File: src/rtl/switch_receiver_db.sv
// Switch / user-key input receiver.
// Synchronises and debounces up to eight 8-bit switch groups plus one
// active-low user-key group. Debounced values, latched change events (W1C)
// and an interrupt mask/enable are exposed through a small register window.
module switch_receiver_db #(
  parameter int SW_GROUPS = 8,      // populated 8-bit switch groups (1..8)
  parameter int KEY_WIDTH = 8,      // user-key bus width (1..8)
  parameter int DB_CYCLES = 50000   // stable cycles needed to accept a value (>=2)
) (
  input  logic                   clk,
  input  logic                   rst_n,
  input  logic [8*SW_GROUPS-1:0] switch,
  input  logic [KEY_WIDTH-1:0]   userkey,
  input  logic [7:0]             Address,
  input  logic                   We,
  input  logic [31:0]            DataIn,
  output logic [31:0]            DataOut,
  output logic                   irq
);

  localparam int NG = 9;            // groups 0..7 switches, group 8 keys
  localparam int CW = $clog2(DB_CYCLES + 1);
  localparam logic [CW-1:0] CNT_MAX = CW'(DB_CYCLES);

  localparam logic [7:0] ADDR_SW_LO  = 8'h2C;
  localparam logic [7:0] ADDR_SW_HI  = 8'h30;
  localparam logic [7:0] ADDR_KEY    = 8'h34;
  localparam logic [7:0] ADDR_STATUS = 8'h38;
  localparam logic [7:0] ADDR_CTRL   = 8'h3C;

  logic [8*SW_GROUPS-1:0] sw_s1, sw_s2;
  logic [KEY_WIDTH-1:0]   key_s1, key_s2;
  logic [NG-1:0][7:0]     sync_val;
  logic [NG-1:0][7:0]     stable;
  logic [NG-1:0]          set_ev;
  logic [NG-1:0]          pending, mask, clr;
  logic                   ie;
  logic                   irq_r;

  // Two-flop synchronisers for every raw pin.
  always_ff @(posedge clk) begin
    if (!rst_n) begin
      sw_s1  <= '0;
      sw_s2  <= '0;
      key_s1 <= '0;
      key_s2 <= '0;
    end else begin
      // NOTE: non-blocking assignments make s2 take the old s1, forming a real two-stage chain.
      sw_s1  <= switch;
      sw_s2  <= sw_s1;
      key_s1 <= userkey;
      key_s2 <= key_s1;
    end
  end

  // Per-group synchronised values; keys inverted so a pressed key reads 1.
  always_comb begin
    // NOTE: a full default before the loops keeps every bit assigned on every pass, so no latch is inferred.
    sync_val = '0;
    for (int g = 0; g < SW_GROUPS; g++) sync_val[g] = sw_s2[8*g +: 8];
    sync_val[NG-1][KEY_WIDTH-1:0] = ~key_s2;
  end

  for (genvar g = 0; g < NG; g++) begin : g_grp
    if (g < SW_GROUPS || g == NG-1) begin : g_on
      logic [7:0]    cand;
      logic [CW-1:0] cnt;
      logic [7:0]    stable_r;
      logic          primed;
      logic          accept;

      // The counter becomes DB_CYCLES on this edge (or already sits there).
      assign accept    = (sync_val[g] == cand) && (cnt >= CNT_MAX - 1'b1);
      assign set_ev[g] = accept && primed && (cand != stable_r);
      assign stable[g] = stable_r;

      // Debounce: restart on any difference, otherwise count up and accept.
      always_ff @(posedge clk) begin
        if (!rst_n) begin
          cand     <= '0;
          cnt      <= '0;
          stable_r <= '0;
          primed   <= 1'b0;
        end else if (sync_val[g] != cand) begin
          cand <= sync_val[g];
          cnt  <= '0;
        end else begin
          if (cnt != CNT_MAX) cnt <= cnt + 1'b1;
          // First acceptance after reset primes the group silently.
          if (accept && (!primed || cand != stable_r)) begin
            stable_r <= cand;
            primed   <= 1'b1;
          end
        end
      end
    end else begin : g_off
      assign set_ev[g] = 1'b0;
      assign stable[g] = '0;
    end
  end

  assign clr = (We && Address == ADDR_STATUS) ? DataIn[8:0] : '0;

  // Status, control and the registered interrupt; a new event beats a W1C.
  always_ff @(posedge clk) begin
    if (!rst_n) begin
      pending <= '0;
      mask    <= '0;
      ie      <= 1'b0;
      irq_r   <= 1'b0;
    end else begin
      pending <= (pending & ~clr) | set_ev;
      if (We && Address == ADDR_CTRL) begin
        mask <= DataIn[8:0];
        ie   <= DataIn[31];
      end
      irq_r <= ie & |(pending & mask);
    end
  end

  assign irq = irq_r;

  // Combinational read decode.
  always_comb begin
    DataOut = '0;
    case (Address)
      ADDR_SW_LO:  DataOut = {stable[3], stable[2], stable[1], stable[0]};
      ADDR_SW_HI:  DataOut = {stable[7], stable[6], stable[5], stable[4]};
      ADDR_KEY:    DataOut = {24'b0, stable[8]};
      ADDR_STATUS: DataOut = {23'b0, pending};
      ADDR_CTRL:   DataOut = {ie, 22'b0, mask};
      default:     DataOut = '0;
    endcase
  end

  // Write-data bits with no destination register.
  logic unused_bits;
  assign unused_bits = ^{DataIn[30:9], sync_val};

endmodule

File: config.mk
export PLATFORM = sky130hd
export DESIGN_NAME = switch_receiver_db
export DESIGN_NICKNAME = d
export VERILOG_FILES = /design/src/rtl/switch_receiver_db.sv
export SDC_FILE = /design/constraint.sdc
export NUM_CORES = 1
export LEC_CHECK = 0
export ABC_AREA = 1
export CELL_PAD_IN_SITES_DETAIL_PLACEMENT = 1
export CELL_PAD_IN_SITES_GLOBAL_PLACEMENT = 2
export CORE_MARGIN = 3
export CORE_UTILIZATION = 33
export CTS_CLUSTER_DIAMETER = 50
export CTS_CLUSTER_SIZE = 25
export DETAILED_ROUTE_END_ITERATION = 6
export PLACE_DENSITY_LB_ADDON = 0.1
export SYNTH_ARGS = -nofsm -noshare
export SYNTH_HDL_FRONTEND = slang
export SYNTH_SLANG_ARGS = --single-unit
File: constraint.sdc
create_clock -name clk -period 1.8 [get_ports clk]
set_input_delay 0.36 -clock clk [delete_from_list [all_inputs] [get_ports clk]]
set_output_delay 0.36 -clock clk [all_outputs]
set_load 0.1 [all_outputs]
## Word-level counts from Yosys, hierarchy flattened

Cells that the tools add are included.

| storage, ports and cells | value |
|---|---|
| word-level logic and storage cells | 196 |
| register bits after elaboration | 461 |
| input bits | 115 |
| output and inout port bits | 33 |

| operators by class | value |
|---|---|
| equality and inequality tests | 41 |
| $add $sub $neg | 9 |
| reduce and logical (&&, ||, !) cells | 75 |
| magnitude comparators | 9 |
| multiplexer cells | 2 |
| bitwise gates (word level) | 16 |

Operators by type and width:

| cell | count |
|---|---|
| $pmux 32 s5 | 1 |
| $add 16x1->16 const B | 9 |
| $ge 16x16->1 const B | 9 |
| $ne 16x16->1 const B | 9 |
| $ne 8x8->1 | 18 |
| $eq 8x8->1 | 9 |
| $eq 8x6->1 const B | 5 |
| $logic_and 1x1->1 | 38 |
| $and 9x9->9 | 2 |
| $reduce_and 2->1 | 9 |
| $reduce_or 2->1 | 9 |
| $not 1->1 | 10 |
| $logic_not 1->1 | 9 |
| $logic_or 1x1->1 | 9 |
| $mux 9 | 1 |
| $not 9->9 | 1 |
| $or 9x9->9 | 1 |
| $reduce_or 9->1 | 1 |
| $not 8->8 | 1 |
| $and 1x1->1 | 1 |

## Longest topological paths before layout

Gate-level depths: netlist (run 1).

| logic depth | value |
|---|---|
| word-level depth | 6 |
| gate-level depth with buffers | 11 |
| mapped depth without buffers | 11 |

## Worst setup path before layout (run 1)

OpenSTA, ideal clock, no wires.

| timing | value |
|---|---|
| path type | input -> output |
| start | in Address[1] |
| end | out DataOut[14] |
| slack | -1637 ps |
| cell stages on the path | 6 |
| buffers on the path | 1 |
| data required time | 1440 ps |
| data arrival time | 3077 ps |
| cell sequence | nor2_1 > inv_1 > nor2_1 > nand3_1 > clkbuf_1 > o21ai_0 |

| on the way | value |
|---|---|
| cells in the longest elaborated chain, start to end | 2 |
| elaborated cells on any way between the ends | 6 |
| classes of those cells | eq/ne: 5; mux: 1 |

Ends and longest elaborated chain:

| element | RTL line | RTL |
|---|---|---|
| start: declaration | 14 | `input logic [7:0] Address,` |
| $eq 8x6->1 | 126 | `case (Address)` |
| $pmux 32 s5 * | 126 |  |
| end: declaration | 17 | `output logic [31:0] DataOut,` |

Every way passes the cells marked *; elsewhere a longest branch is shown, timed or not.

## Final worst setup path (run 1)

| timing | value |
|---|---|
| start | in Address[0] |
| end | out DataOut[26] |

The elaborated chain is that of the path after synthesis.

==> results of run 1 <==
final timing paths:
path,to,slack [ns],cells after the start
setup / recovery,DataOut[26],-0.19,9
setup reg to reg,pending[1]$_SDFF_PN0_,0.12,7
hold reg to reg,sw_s2[52]$_SDFF_PN0_,0.41,2
hold / removal,g_grp[1].g_on.cand[2]$_SDFFE_PN0P_,0.16,3
flip-flops by register name (all words and copies together) (netlist names):
name and count:
mask 9, ie 1, g_grp.g_on.cand 72, pending 9
g_grp.g_on.stable_r 72, sw_s2 64, sw_s1 64, g_grp.g_on.cnt 144
key_s2 8, g_grp.g_on.primed 9, key_s1 8, irq 1
cell type report:
type,count,share of cell area (%)
Clock inverter,46,2.10
Tap cell,837,3.81
Multi-Input combinational cell,1939,35.3
Sequential cell,461,33.7
Inverter,586,8.09
Clock buffer,84,7.02
Timing Repair Buffer,255,10.0
per-stage QoR:
| step | total power [mW] | instance area [sq um] | TNS [ns] | utilization (%) |
|---|---|---|---|---|
| 6_report | 26.5 | 27500 | -4.33 | 44.3 |
| 5_1_grt | 27.6 | 27500 | -6.43 | 44.3 |
| 4_1_cts | 26.9 | 27200 | -5.12 | 43.8 |
| 3_5_place_dp | 12.2 | 24400 | -25.95 | 39.4 |
| 3_3_place_gp | 12.2 | 24400 | -22.01 | 39.4 |
| 2_1_floorplan | 11.5 | 21100 | -11.26 | - |
logic make-up after synthesis:
family / synth area share, %
AOI/OAI and AO/OA: 5.86
DFF: 44.3
adders and majority gates: 1.08
buffers and inverters: 12.1
xor gates and xnor gates: 3.58
and+or+nand+nor: 33.1
worst max-delay path: cells and delay by family:
family	cells	cell delay, ns
buffers and inverters	5	0.72
and+or+nand+nor	3	0.36
AOI/OAI and AO/OA	1	0.18
routing by layer:
metal  routed length [um]  vias up  global-route usage [%]
met5                    0        -                       0
met4                 1920        0                    6.94
met3                 1830       99                    3.01
met2                30700      200                    33.6
met1                27800     9148                    22.8
li1                     -     9835                       -
placed cells by master, fill, tap and decap left out, types with 22 or more instances in the layout:
cell,instances
a21oi_1,118
buf_12,46
buf_4,112
clkbuf_16,74
clkdlybuf4s50_1,83
dfxtp_1,447
inv_1,557
inv_2,22
nand2_1,878
nand3_1,94
nand4_1,113
nor2_1,363
nor3_1,45
o21ai_0,46
xnor2_1,52
xor2_1,33
power groups by stage:
stage / Sequential [mW] / Clock (mW) / Combinational [mW]
after floorplan: 10.8 / 0 / 0.795
after global placement: 10.8 / 0 / 1.37
after detailed placement: 10.8 / 0 / 1.41
after CTS: 10.6 / 14.9 / 1.44
after global routing: 10.6 / 15.3 / 1.63
final: 10.6 / 14.4 / 1.44
timing repair:
item,in CTS,in global routing
resized for setup,105,57
endpoints found under the setup margin,34,146
buffers inserted,3,7
pin swaps,21,21
cloned,1,3
==> results.sh, run 1 <==
export IMPL_setup_viol=32
export IMPL_p_sw_mw=6.30
export IMPL_syn_nets=3179
export IMPL_power_switching_fraction_pct=23.8
export IMPL_peakVddDrop_v=0.000787
export IMPL_path_max_fanout=6
export IMPL_yosysMostFrequentCell="nand2_1"
export IMPL_start_kind="primary input"
export IMPL_rsz0062_at_grt="yes"
export IMPL_grt_antenna_before_repair=0
export IMPL_cp_arrival_ns=1.63
export IMPL_synth_top_cell_area_share_pct=44.3
export IMPL_fp_dieH_um=257
export IMPL_period_share_pct=110
export IMPL_startpoint="Address[0]"
export IMPL_internal_power_mw=20.2
export IMPL_worstReg2RegStart="g_grp[1].g_on.cnt[1]$_SDFFE_PP0P_"
export IMPL_yosys_warnings=0
export IMPL_hold_path_class="in -> reg"
export IMPL_powerDensity_nw_per_um2=963
export IMPL_grt_pass1_wl_um=102000
export IMPL_cts_root_buf="clkbuf_16"
export IMPL_syn_area_per_cell_sq_um=6.83
export IMPL_synth_area_sq_um=20800
export IMPL_yosys_top_cells_count="895 x nand2_1, 573 x inv_1, 461 x dfxtp_1"
export IMPL_synth_edf_count=0
export IMPL_via_count=19300
export IMPL_cts_hold_buf=0
export IMPL_pwr_share_comb_pct=5.4
export IMPL_worst_slack_ns=-0.187
export IMPL_clk_path_buf_depth=3
export IMPL_antenna_left=0
export IMPL_via_per_inst=4.58
export IMPL_seq_area_sq_um=9250
export IMPL_overflow=0
export IMPL_postSynthCellCount=3046
export IMPL_violations="setup timing"
export IMPL_initial_core_util_pct=33.5
export IMPL_yosysSeqAreaShare_pct=44.3
export IMPL_drt_initial_drc_count=595
export IMPL_path_cells="buf_6 -> nor2_4 -> inv_2 -> nor2_4 -> nand3_4 -> buf_4 -> buf_12 -> o22ai_4 -> buf_12"
export IMPL_place_hpwl_um=46700
export IMPL_slew_viol_final=0
export IMPL_pre_cts_slack_ns=-0.709
export IMPL_drt_first_pass_iters=5
export IMPL_clk_pin_slew_worst_paths_ns=0.06
export IMPL_cts_sinks=461
export IMPL_synth_area_leaders="dfxtp_1 44%, nand2_1 16%, inv_1 10%"
export IMPL_power_frac_seq_pct=40.0
export IMPL_instances_no_fill=4208
export IMPL_route_detailed_drc=0
export IMPL_ios=148
export IMPL_timing_hold_ws_ns=0.162
export IMPL_min_delay_start="rst_n"
export IMPL_max_slew_margin_pct=69.9
export IMPL_track_usage_pct=18.9
export IMPL_skew_ns=0.0176
export IMPL_leakagePower_nw=12.7
export IMPL_status="finished with violations"
export IMPL_final_hold_violation_count=0
export IMPL_synth_seq_cells=461
export IMPL_slowest_stage="buf_4"
export IMPL_synthToLayoutAreaGrowth_pct=32.0
export IMPL_critPathRequiredTime_ns=1.44
export IMPL_numCtsBuffers=71
export IMPL_rows=91
export IMPL_critical_path_class="in -> out"
export IMPL_drive_gt1_share_pct=14.4
export IMPL_period_needed_ns=1.99
export IMPL_clkPwrFrac_pct=54.6
export IMPL_fp_coreArea_sq_um=62100
export IMPL_die_area_sq_um=66100
export IMPL_num_fill_cells=7704
export IMPL_placed_cells=4064
export IMPL_nets=3447
export IMPL_yosys_most_used_dff="dfxtp_1"
export IMPL_antenna_cells=0
export IMPL_die_w_um=257
export IMPL_worst_slew_pin_slew_ns=0.448
export IMPL_multiInputGateArea_sq_um=9690
export IMPL_cts_max_level=3
export IMPL_grt_pass1_vias=20200
export IMPL_synth_top_cell_by_area="dfxtp_1"
export IMPL_slowest_delay_ns=0.20
export IMPL_portBuffers=125
export IMPL_drv_cap=0
export IMPL_fmax_ghz=0.503
export IMPL_cts_tree="yes"
export IMPL_wl_per_cell_um=14.8
export IMPL_drt_total_wl_um=62300
export IMPL_synth_cell_types=43
export IMPL_worst_setup_path_end_kind="output pin"
export IMPL_place_congestion=0.833
export IMPL_clk_latency_ns=0.60
export IMPL_grt_max_degree=76
export IMPL_ys_async_sr_fraction_pct=0
Power figures use the tool's default switching activity.
==> run 2: changes to the inputs <==
--- a/config.mk
+++ b/config.mk
@@ -14,6 +14,7 @@
 export CTS_CLUSTER_SIZE = 25
 export DETAILED_ROUTE_END_ITERATION = 6
 export PLACE_DENSITY_LB_ADDON = 0.1
+export RECOVER_POWER = 25
 export SYNTH_ARGS = -nofsm -noshare
 export SYNTH_HDL_FRONTEND = slang
 export SYNTH_SLANG_ARGS = --single-unit
==> run 2 against run 1 <==
Net effect: the flow still finishes with violations (setup timing); critical path type unchanged; cell count stayed put; setup slack worse by 0.0011 ns; design area is 0.23% lower.
==> results.sh, run 2 (synthesized netlist as in run 1, its figures left out) <==
export IMPL_via_count=19300
export IMPL_cts_sinks=461
export IMPL_drt_total_wl_um=62300
export IMPL_antenna_left=0
export IMPL_cts_max_level=3
export IMPL_instances_no_fill=4208
export IMPL_ios=148
export IMPL_drt_first_pass_iters=4
export IMPL_finish_utilization_pct=44.2
export IMPL_hold_path_endpoint="sw_s1[20]$_SDFF_PN0_"
export IMPL_setup_viol=33
export IMPL_r2r_cells=7
export IMPL_die_w_um=257
export IMPL_worst_slack_ns=-0.188
export IMPL_violations="setup timing"
export IMPL_critical_path_class="in -> out"
export IMPL_route_detailed_drc=0
export IMPL_die_area_sq_um=66100
export IMPL_fp_dieH_um=257
export IMPL_drive_gt1_share_pct=14.2
export IMPL_worst_slew_pin_slew_ns=0.947
export IMPL_grt_max_degree=76
export IMPL_critPathRequiredTime_ns=1.44
export IMPL_drt_initial_drc_count=604
export IMPL_worstReg2RegStart="g_grp[1].g_on.cnt[1]$_SDFFE_PP0P_"
export IMPL_placed_cell_area_sq_um=24400
export IMPL_start_kind="primary input"
export IMPL_min_path_cells=3
export IMPL_regMostFlops="g_grp.g_on.cnt"
export IMPL_final_area_sq_um=27400
export IMPL_cp_arrival_ns=1.63
export IMPL_max_slew_margin_pct=36.9
export IMPL_clk_pin_slew_worst_paths_ns=0.05
export IMPL_portBuffers=125
export IMPL_powerDensity_nw_per_um2=965
export IMPL_total_power_mw=26.4
export IMPL_fmax_ghz=0.503
export IMPL_via_per_inst=4.58
export IMPL_nets=3447
export IMPL_reg_top3="g_grp.g_on.cnt: 144 flops, g_grp.g_on.cand: 72 flops, g_grp.g_on.stable_r: 72 flops"
export IMPL_slew_viol_final=0
export IMPL_overflow=0
export IMPL_period_share_pct=110
export IMPL_wl_per_cell_um=14.8
export IMPL_antenna_cells=0
export IMPL_cts_tree="yes"
export IMPL_cts_root_buf="clkbuf_16"
export IMPL_status="finished with violations"
export IMPL_placed_cells=4064
export IMPL_peakVddDrop_v=0.000787
export IMPL_numCtsBuffers=71
export IMPL_worst_setup_path_end_kind="output pin"
export IMPL_hold_path_class="in -> reg"
export IMPL_rows=91
export IMPL_grt_antenna_before_repair=0
export IMPL_timing_setup_tns_ns=-4.39
export IMPL_final_hold_violation_count=0
export IMPL_timing_hold_ws_ns=0.293
export IMPL_final_cell_mix="878 x nand2_1, 557 x inv_1, 447 x dfxtp_1, 363 x nor2_1, 118 x a21oi_1"
export IMPL_skew_ns=0.0173
export IMPL_path_max_fanout=6
export IMPL_fp_coreArea_sq_um=62100
export IMPL_reg2reg_slack_ns=0.12
export IMPL_r2r_end="pending[1]$_SDFF_PN0_"
export IMPL_place_hpwl_um=46700
export IMPL_synthToLayoutAreaGrowth_pct=31.7
export IMPL_grt_pass1_vias=20200
export IMPL_clk_path_buf_depth=3
export IMPL_track_usage_pct=18.9
export IMPL_rsz0062_at_grt="yes"
export IMPL_largest_reg_flops=144
export IMPL_leakagePower_nw=12.6
export IMPL_place_congestion=0.833
export IMPL_grt_pass1_wl_um=102000
export IMPL_drv_cap=0
export IMPL_min_delay_start="switch[20]"
export IMPL_period_needed_ns=1.99
export IMPL_final_common_cell="nand2_1"
export IMPL_initial_core_util_pct=33.5
export IMPL_clk_latency_ns=0.60
export IMPL_pre_cts_slack_ns=-0.709
[run 2: cell count changes in the layout (fill, tap and decap cells not counted), sizes merged]
cell    before  now
buf        172  161
clkbuf      84   95
[run 2: timing repair]
item,in CTS,in global routing
hold buffers,0,0
setup endpoints to repair,34,146
pin swaps,21,21
cloned,1,3
resized for setup,105,57
setup buffers,3,7
[run 2: cell type report]
cell class              count  area (sq um)
well taps                 837          1050
clock buffers              84          1930
clock inverters            46           577
multi-input cells        1939          9690
inverters                 586          2220
fillers                  7711         34700
repair buffers            255          2690
flip-flops and latches    461          9250
[run 2: worst max-delay path, cell delays in order]
cell and delay [ns]:
buf_6 0.10, nor2_4 0.12, inv_2 0.06, nor2_4 0.13, nand3_4 0.11, buf_4 0.20
buf_12 0.16, o22ai_4 0.18, buf_12 0.20
[run 2: how the worst max path moves through the flow]
| stage | startpoint | endpoint | slack, ns | cells after the start |
|---|---|---|---|---|
| 6_report | Address[0] | DataOut[26] | -0.19 | 9 |
| 5_1_grt | Address[0] | DataOut[31] | -0.23 | 10 |
| 4_1_cts | Address[0] | DataOut[19] | -0.20 | 10 |
| 3_5_place_dp | Address[1] | DataOut[7] | -0.71 | 10 |
| 3_3_place_gp | Address[6] | DataOut[23] | -0.65 | 10 |
| 2_1_floorplan | Address[1] | DataOut[31] | -0.83 | 5 |
[run 2: layer usage]
layer  vias up  wire, um  track usage (%)  share of wire (%)
li1       9836         -                -                  -
met1      9148     27900             22.8                 45
met2       196     30700             33.6                 49
met3       108      1760             3.01                2.8
met4         0      2010             6.94                3.2
met5         -         0                0                  0
[run 2: report_power, final]
part           internal (mW)  leakage [nW]  total, mW  switching, mW
combinational          0.599          7.67       1.42          0.821
sequential              10.4          3.76       10.6          0.142
clock                   9.10          1.20       14.4           5.33
